### config.mk
export PLATFORM = sky130hd
export DESIGN_NAME = crp16_scoreboard_register_file
export DESIGN_NICKNAME = d
export VERILOG_FILES = /design/src/rtl/crp16_scoreboard_register_file.sv
export SDC_FILE = /design/constraint.sdc
export NUM_CORES = 1
export LEC_CHECK = 0
export ABC_CLOCK_PERIOD_IN_PS = 8800
export CORE_MARGIN = 1.5
export CORE_UTILIZATION = 50
export DETAILED_ROUTE_END_ITERATION = 12
export GPL_TIMING_DRIVEN = 0
export PLACE_DENSITY = 0.68
export SLEW_MARGIN = 20
export SYNTH_ARGS = -nofsm -noshare
export SYNTH_HDL_FRONTEND = slang
export SYNTH_SLANG_ARGS = --single-unit
### constraint.sdc
create_clock -name clock -period 8.8 [get_ports clock]
set_clock_uncertainty 0.15 [all_clocks]
set_input_delay 2.64 -clock clock [delete_from_list [all_inputs] [get_ports clock]]
set_output_delay 2.64 -clock clock [all_outputs]
set_load 0.01 [all_outputs]
### src/rtl/crp16_scoreboard_register_file.sv
// Parametrised register file with a per-register busy scoreboard for multi-cycle producers.
// Optional RF_WRITE_BYPASS_EN forwards same-cycle writeback data to the read ports.
module crp16_scoreboard_register_file #(
  parameter int DATA_W   = 16,
  parameter int SEL_W    = 4,
  parameter int ZERO_REG = 1
) (
  input  logic              clock,
  input  logic              resetn,
  input  logic [SEL_W-1:0]  reg_a_select,
  input  logic [SEL_W-1:0]  reg_b_select,
  output logic [DATA_W-1:0] reg_a_val,
  output logic [DATA_W-1:0] reg_b_val,
  output logic              reg_a_ready,
  output logic              reg_b_ready,
  input  logic [DATA_W-1:0] load_val,
  input  logic [SEL_W-1:0]  write_select,
  input  logic              write,
  input  logic              reserve,
  input  logic [SEL_W-1:0]  reserve_select,
  output logic              reserve_ok,
  output logic [SEL_W:0]    busy_count
);
  localparam int NUM_REGS = 2**SEL_W;
  localparam logic [SEL_W:0] CNT_ONE = {{SEL_W{1'b0}}, 1'b1};

  logic [DATA_W-1:0]   regs [NUM_REGS];
  logic [NUM_REGS-1:0] busy;
  logic [SEL_W:0]      count_q;
  logic                write_en;
  logic                cnt_dec;
  logic [SEL_W-1:0]    rd_sel [2];
  logic [DATA_W-1:0]   rd_val [2];
  logic                rd_rdy [2];

  function automatic logic is_zero_reg(input logic [SEL_W-1:0] sel);
    return (ZERO_REG != 0) && (sel == '0);
  endfunction

  assign write_en   = write & ~is_zero_reg(write_select);
  assign reserve_ok = reserve & ~busy[reserve_select] & ~is_zero_reg(reserve_select);
  // An accepted reserve always targets a clear bit, so inc and dec never cancel on one register.
  assign cnt_dec    = write_en & busy[write_select];

  always_ff @(posedge clock) begin
    if (!resetn) begin
      for (int i = 0; i < NUM_REGS; i++) regs[i] <= '0;
      busy    <= '0;
      count_q <= '0;
    end else begin
      if (write_en) begin
        regs[write_select] <= load_val;
        busy[write_select] <= 1'b0;
      end
      // Placed after the write clear so a same-cycle reservation of the same register wins.
      if (reserve_ok) busy[reserve_select] <= 1'b1;
      case ({reserve_ok, cnt_dec})
        2'b10:   count_q <= count_q + CNT_ONE;
        2'b01:   count_q <= count_q - CNT_ONE;
        default: count_q <= count_q;
      endcase
    end
  end

  assign rd_sel[0] = reg_a_select;
  assign rd_sel[1] = reg_b_select;

  always_comb begin
    for (int p = 0; p < 2; p++) begin
      rd_val[p] = is_zero_reg(rd_sel[p]) ? '0 : regs[rd_sel[p]];
      rd_rdy[p] = ~busy[rd_sel[p]];
`ifdef RF_WRITE_BYPASS_EN
      if (write_en && (rd_sel[p] == write_select)) begin
        rd_val[p] = load_val;
        rd_rdy[p] = ~(reserve_ok && (reserve_select == write_select));
      end
`endif
    end
  end

  assign reg_a_val   = rd_val[0];
  assign reg_b_val   = rd_val[1];
  assign reg_a_ready = rd_rdy[0];
  assign reg_b_ready = rd_rdy[1];
  assign busy_count  = count_q;

endmodule
Yosys cells after proc, flatten, opt, wreduce, memory -nomap -nowiden --
Memory sizes are Yosys's and may differ from the RTL's. Cells that the tools add are included.
Word-level totals: memories kept 1, output and inout port bits 40, logic and storage cells 58, register bits 21, bits in writable memories 256
Operators by class: reduce and logical (&&, ||, !) cells 8, $lt $le $gt $ge 6, muxes and demuxes 25, add/sub/neg operators 2, eq/ne operators 2, bitwise gates (word level) 12
Memories:
- regs | words 16, bits a word 16, read ports 2, clocked after Yosys merged registers in 0, wr ports 16, RTL line 27 | logic [DATA_W-1:0] regs [NUM_REGS];
Operators with widths (count):
- $mux W16 | 6
- $lt A4 B5 Y1 const B | 4
- $and A16 B16 Y16 | 1
- $bmux W1 S4 | 4
- $logic_not A4 Y1 | 4
- $not A16 Y16 | 1
- $or A16 B16 Y16 | 1
- $reduce_or A16 Y1 | 1
- $mux W1 | 11
- $pmux W5 S2 | 1
- $demux W1 S4 | 2
- $ge A4 B1 Y1 const B | 2
- $add A5 B1 Y5 const B | 1
- $not A1 Y1 | 5
- $sub A5 B1 Y5 const B | 1
- $and A1 B1 Y1 | 4
- $mux W4 | 1
- $eq A2 B1 Y1 const B | 1
- $eq A2 B2 Y1 const B | 1
- $logic_and A1 B1 Y1 | 2
- $reduce_bool A2 Y1 | 1

Longest topological paths before layout --
depth after elaboration 10, depth in mapped cells 11, gate-level depth less buffers 10

Worst setup path before layout --
Ideal clock, no wire load.
kind input -> output, start point in reg_b_select[0], end point out reg_b_ready, arrival 3.931 ns, stages on the path 5, setup slack 2.079 ns, path buffers 2, path through buf_2 buf_6 mux4_2 mux2_2 a21oi_1
On the way: word-level cells in the longest chain between the ends 3
Ends and longest elaborated chain:
- start: declaration | RTL line 11 | input logic [SEL_W-1:0] reg_b_select,
- $bmux W1 S4 | RTL line 71 | rd_rdy[p] = ~busy[rd_sel[p]];
- $mux W1 (implied by the code) | RTL line 71
- $not A1 Y1 | RTL line 71
- end: declaration | RTL line 15 | output logic reg_b_ready,
Every way passes these cells. The select of a mux whose other input is x is not followed.

Final worst setup path --
start point in reg_b_select[1], end point out reg_b_val[15]
On the way: word-level cells in the longest chain between the ends 2, elaborated cells on any way between the ends 3, classes of those cells mux (1); reduce/logical (1); memory (1)
Ends and longest elaborated chain:
- $mem_v2 Z16 W16 / $logic_not A4 Y1 (equally long branches)
- $mux W16 (*) | RTL line 70 | rd_val[p] = is_zero_reg(rd_sel[p]) ? '0 : regs[rd_sel[p]];
- end: declaration | RTL line 13 | output logic [DATA_W-1:0] reg_b_val,
Every way passes the cells marked *; elsewhere a longest branch is shown, timed or not.

==> results_dict.tcl <==
set metrics [dict create \
    required_ns 6.01 \
    antenna_found_initial 0 \
    cts_tree "built" \
    clock_sinks 261 \
    stdcell_area_mm2 0.0170 \
    end_kind "primary output" \
    antenna_cells 0 \
    crit_fanout 10 \
    drtIter0Drc 1064 \
    ys_ff_latch 261 \
    clock.fmax_mhz 115 \
    synth.most_common_cell "and2_1" \
    finalHoldViolations 0 \
    max_stage_delay_ns 0.64 \
    place_inst 1552 \
    dpl_cell_area_mm2 0.0160 \
    setup_viol 0 \
    hold_slack_ns 0.337 \
    vias_per_cell 6.35 \
    portBuffers 67 \
    crit_path_start_kind "input port" \
    netlist_top_cells_count "and2_1, edfxtp_1, mux4_2" \
    clock_latency_ns 0.54 \
    synth_area_mm2 0.0146 \
    synth_top_area_share_pct 49.3 \
    cpMostUsedCell "clkdlybuf4s50_1" \
    synthTopCellsByArea "edfxtp_1, mux4_2, and2_1, mux2_2, mux2i_1" \
    p_leak_nw 5.98 \
    status "complete, no violations" \
    regArea_mm2 0.00763 \
    fin_setup_tns_ns 0 \
    yosys.area.top_type "edfxtp_1" \
    syn_nets 1129 \
    worst_pin_slew_ns 0.999 \
    cts_buffers 28 \
    ys_seq_area_share_pct 52.1 \
    final_antenna_net_count 0 \
    fillers 2290 \
    die_h_um 174 \
    peakVddDrop_v 0.000121 \
    arrival_ns 5.90 \
    maxSlewHeadroom_pct 33.4 \
    drv_slew 0 \
    root_buffer "clkbuf_16" \
    clock_path_buffers 3 \
    crit_family "buffers and inverters" \
    syn_inst 1088 \
    syn_avg_cell_area_um2 13.4 \
    final_cell_count_no_fill 1604 \
    crit_buf_inv 4 \
    routed_wl_um 44400 \
    h-tree-depth 1 \
    cts_hold_buf 0 \
    grt_pass1_vias 10309 \
    multi_input_area_mm2 0.00646 \
    synth_edf_count 240 \
    dp_hpwl_um 33000 \
    postCtsSetupRepairBufs 0 \
    ys.flop_type "edfxtp_1" \
    ios 76 \
    grt_pass1_wl_um 65200 \
    drive_gt1_share_pct 21.6 \
    nets 1239 \
    rsz0062_at_grt "false" \
    finalCritPeriodShare_pct 98.7 \
    wire_per_inst_um 27.7 \
    routed-via-count 10181 \
    grt_max_degree 18 \
    std_cell_rows 62 \
    grt_usage_pct 29.6 \
    die_w_um 174 \
    dieArea_mm2 0.0303 \
    yosysWarningCount 0 \
    cts.reportedPaths.clkPinSlew_ns 0.06 \
    power.density_mw_per_mm2 186 \
    critical_path.slowest_cell "clkdlybuf4s50_1" \
    drt-pass1-iter-count 7 \
    core_region_area_mm2 0.0288 \
    grt_overflow_total 0 \
    synth.distinct_cells 51 \
    drc 0 \
    start_util_pct 50.8 \
    place.gp.congestion 0.950 \
    area_delta_synth_final_pct 15.9 \
    crit_chain "clkdlybuf4s50_1, buf_4, buf_2, nor2_1, a22oi_1, mux2i_1, o21ai_0, clkdlybuf4s50_1" \
    async_flop_share_pct 0 \
    hold_class "register to register" \
    timing_worst_setup_path_type "input port to primary output" \
    timing.max_cap.violations 0 \
    layout_min_cycle_time_ns 8.69 \
]
[worst register-to-register path, stage by stage, from the launching register on]
cell and delay, ns:
dfxtp_1 0.37, mux4_2 0.50, and3b_1 0.19, a21oi_1 0.16, nand4_1 0.16, ha_1 0.31
fa_1 0.43, a21o_1 0.17, a21oi_1 0.18, mux2i_1 0.23, mux2i_1 0.20
[cell families after synthesis]
| family | count (synthesis) | share of synthesized area (%) |
|---|---|---|
| flip-flops | 261 | 52.1 |
| AO/OA/AOI/OAI | 167 | 8.31 |
| buffers and inverters | 116 | 4.17 |
| AND/OR/NAND/NOR | 339 | 13.9 |
| multiplexers | 197 | 20.8 |
| XOR/XNOR | 3 | 0.180 |
| adder cells (fa/ha/maj) | 5 | 0.479 |
[power breakdown]
part	internal, W	switching (W)	total, W
clock network	0.000722	0.000494	0.00122
registers	0.00143	0.0000408	0.00147
logic	0.000214	0.000258	0.000471
[repair_timing]
action,CTS,global route
setup endpoints to repair,0,1
gates resized for setup,0,2
hold endpoints to repair,0,0
[per-stage QoR]
stage                     setup WS (ns)  util (%)  total power [W]
after global placement            0.163      54.8          0.00194
after floorplan                    2.08         -          0.00175
after global routing              0.158      58.9          0.00324
final                             0.111      58.9          0.00315
after detailed placement         0.0608      55.6          0.00196
after CTS                        0.0453      58.9          0.00316
[cells in the final DEF (no fill, tap or decap), types with 21 or more instances in the layout]
cell type        instances
a22oi_1                 30
and2_1                 243
buf_6                   25
clkbuf_1                53
clkbuf_16               31
clkdlybuf4s50_1         67
dfxtp_1                 21
edfxtp_1               240
inv_1                   23
mux2_2                  66
mux2i_1                 52
mux4_2                  79
nor2_1                  26
nor2b_1                 25
o221ai_1                22
[per-layer routing]
layer | vias up | part of all wire, % | global-route usage, %
met2 | 572 | 48 | 49.1
li1 | 4390 | - | -
met3 | 127 | 7.8 | 3.89
met4 | 0 | 5.4 | 14.8
met1 | 5092 | 39 | 38.5
met5 | - | 0 | 0
[sequential cells by signal, summed over array words and instances (netlist names)]
name and cells:
busy 16, busy_count 5, regs 240
[area by class of cell]
| cell class | count | share of cell area, % |
|---|---|---|
| repair buffers | 80 | 4.84 |
| inverters | 25 | 0.553 |
| multi-input cells | 711 | 38.1 |
| clock buffers | 40 | 4.95 |
| flip-flops and latches | 261 | 45.0 |
| well taps | 384 | 2.83 |
| clock inverters | 12 | 0.686 |
| plain buffers | 91 | 3.05 |
[worst paths after layout]
check | startpoint | to | slack (ns) | cells past startpoint
setup / recovery | reg_b_select[1] | reg_b_val[15] | 0.11 | 8
hold / removal | busy_count[4]$_SDFFE_PN0P_ | busy_count[4]$_SDFFE_PN0P_ | 0.34 | 2
setup reg to reg | busy[10]$_SDFF_PN0_ | busy_count[4]$_SDFFE_PN0P_ | 5.69 | 10
hold reg to reg | busy_count[4]$_SDFFE_PN0P_ | busy_count[4]$_SDFFE_PN0P_ | 0.34 | 2
No activity file was read; power rests on OpenSTA's default activity.
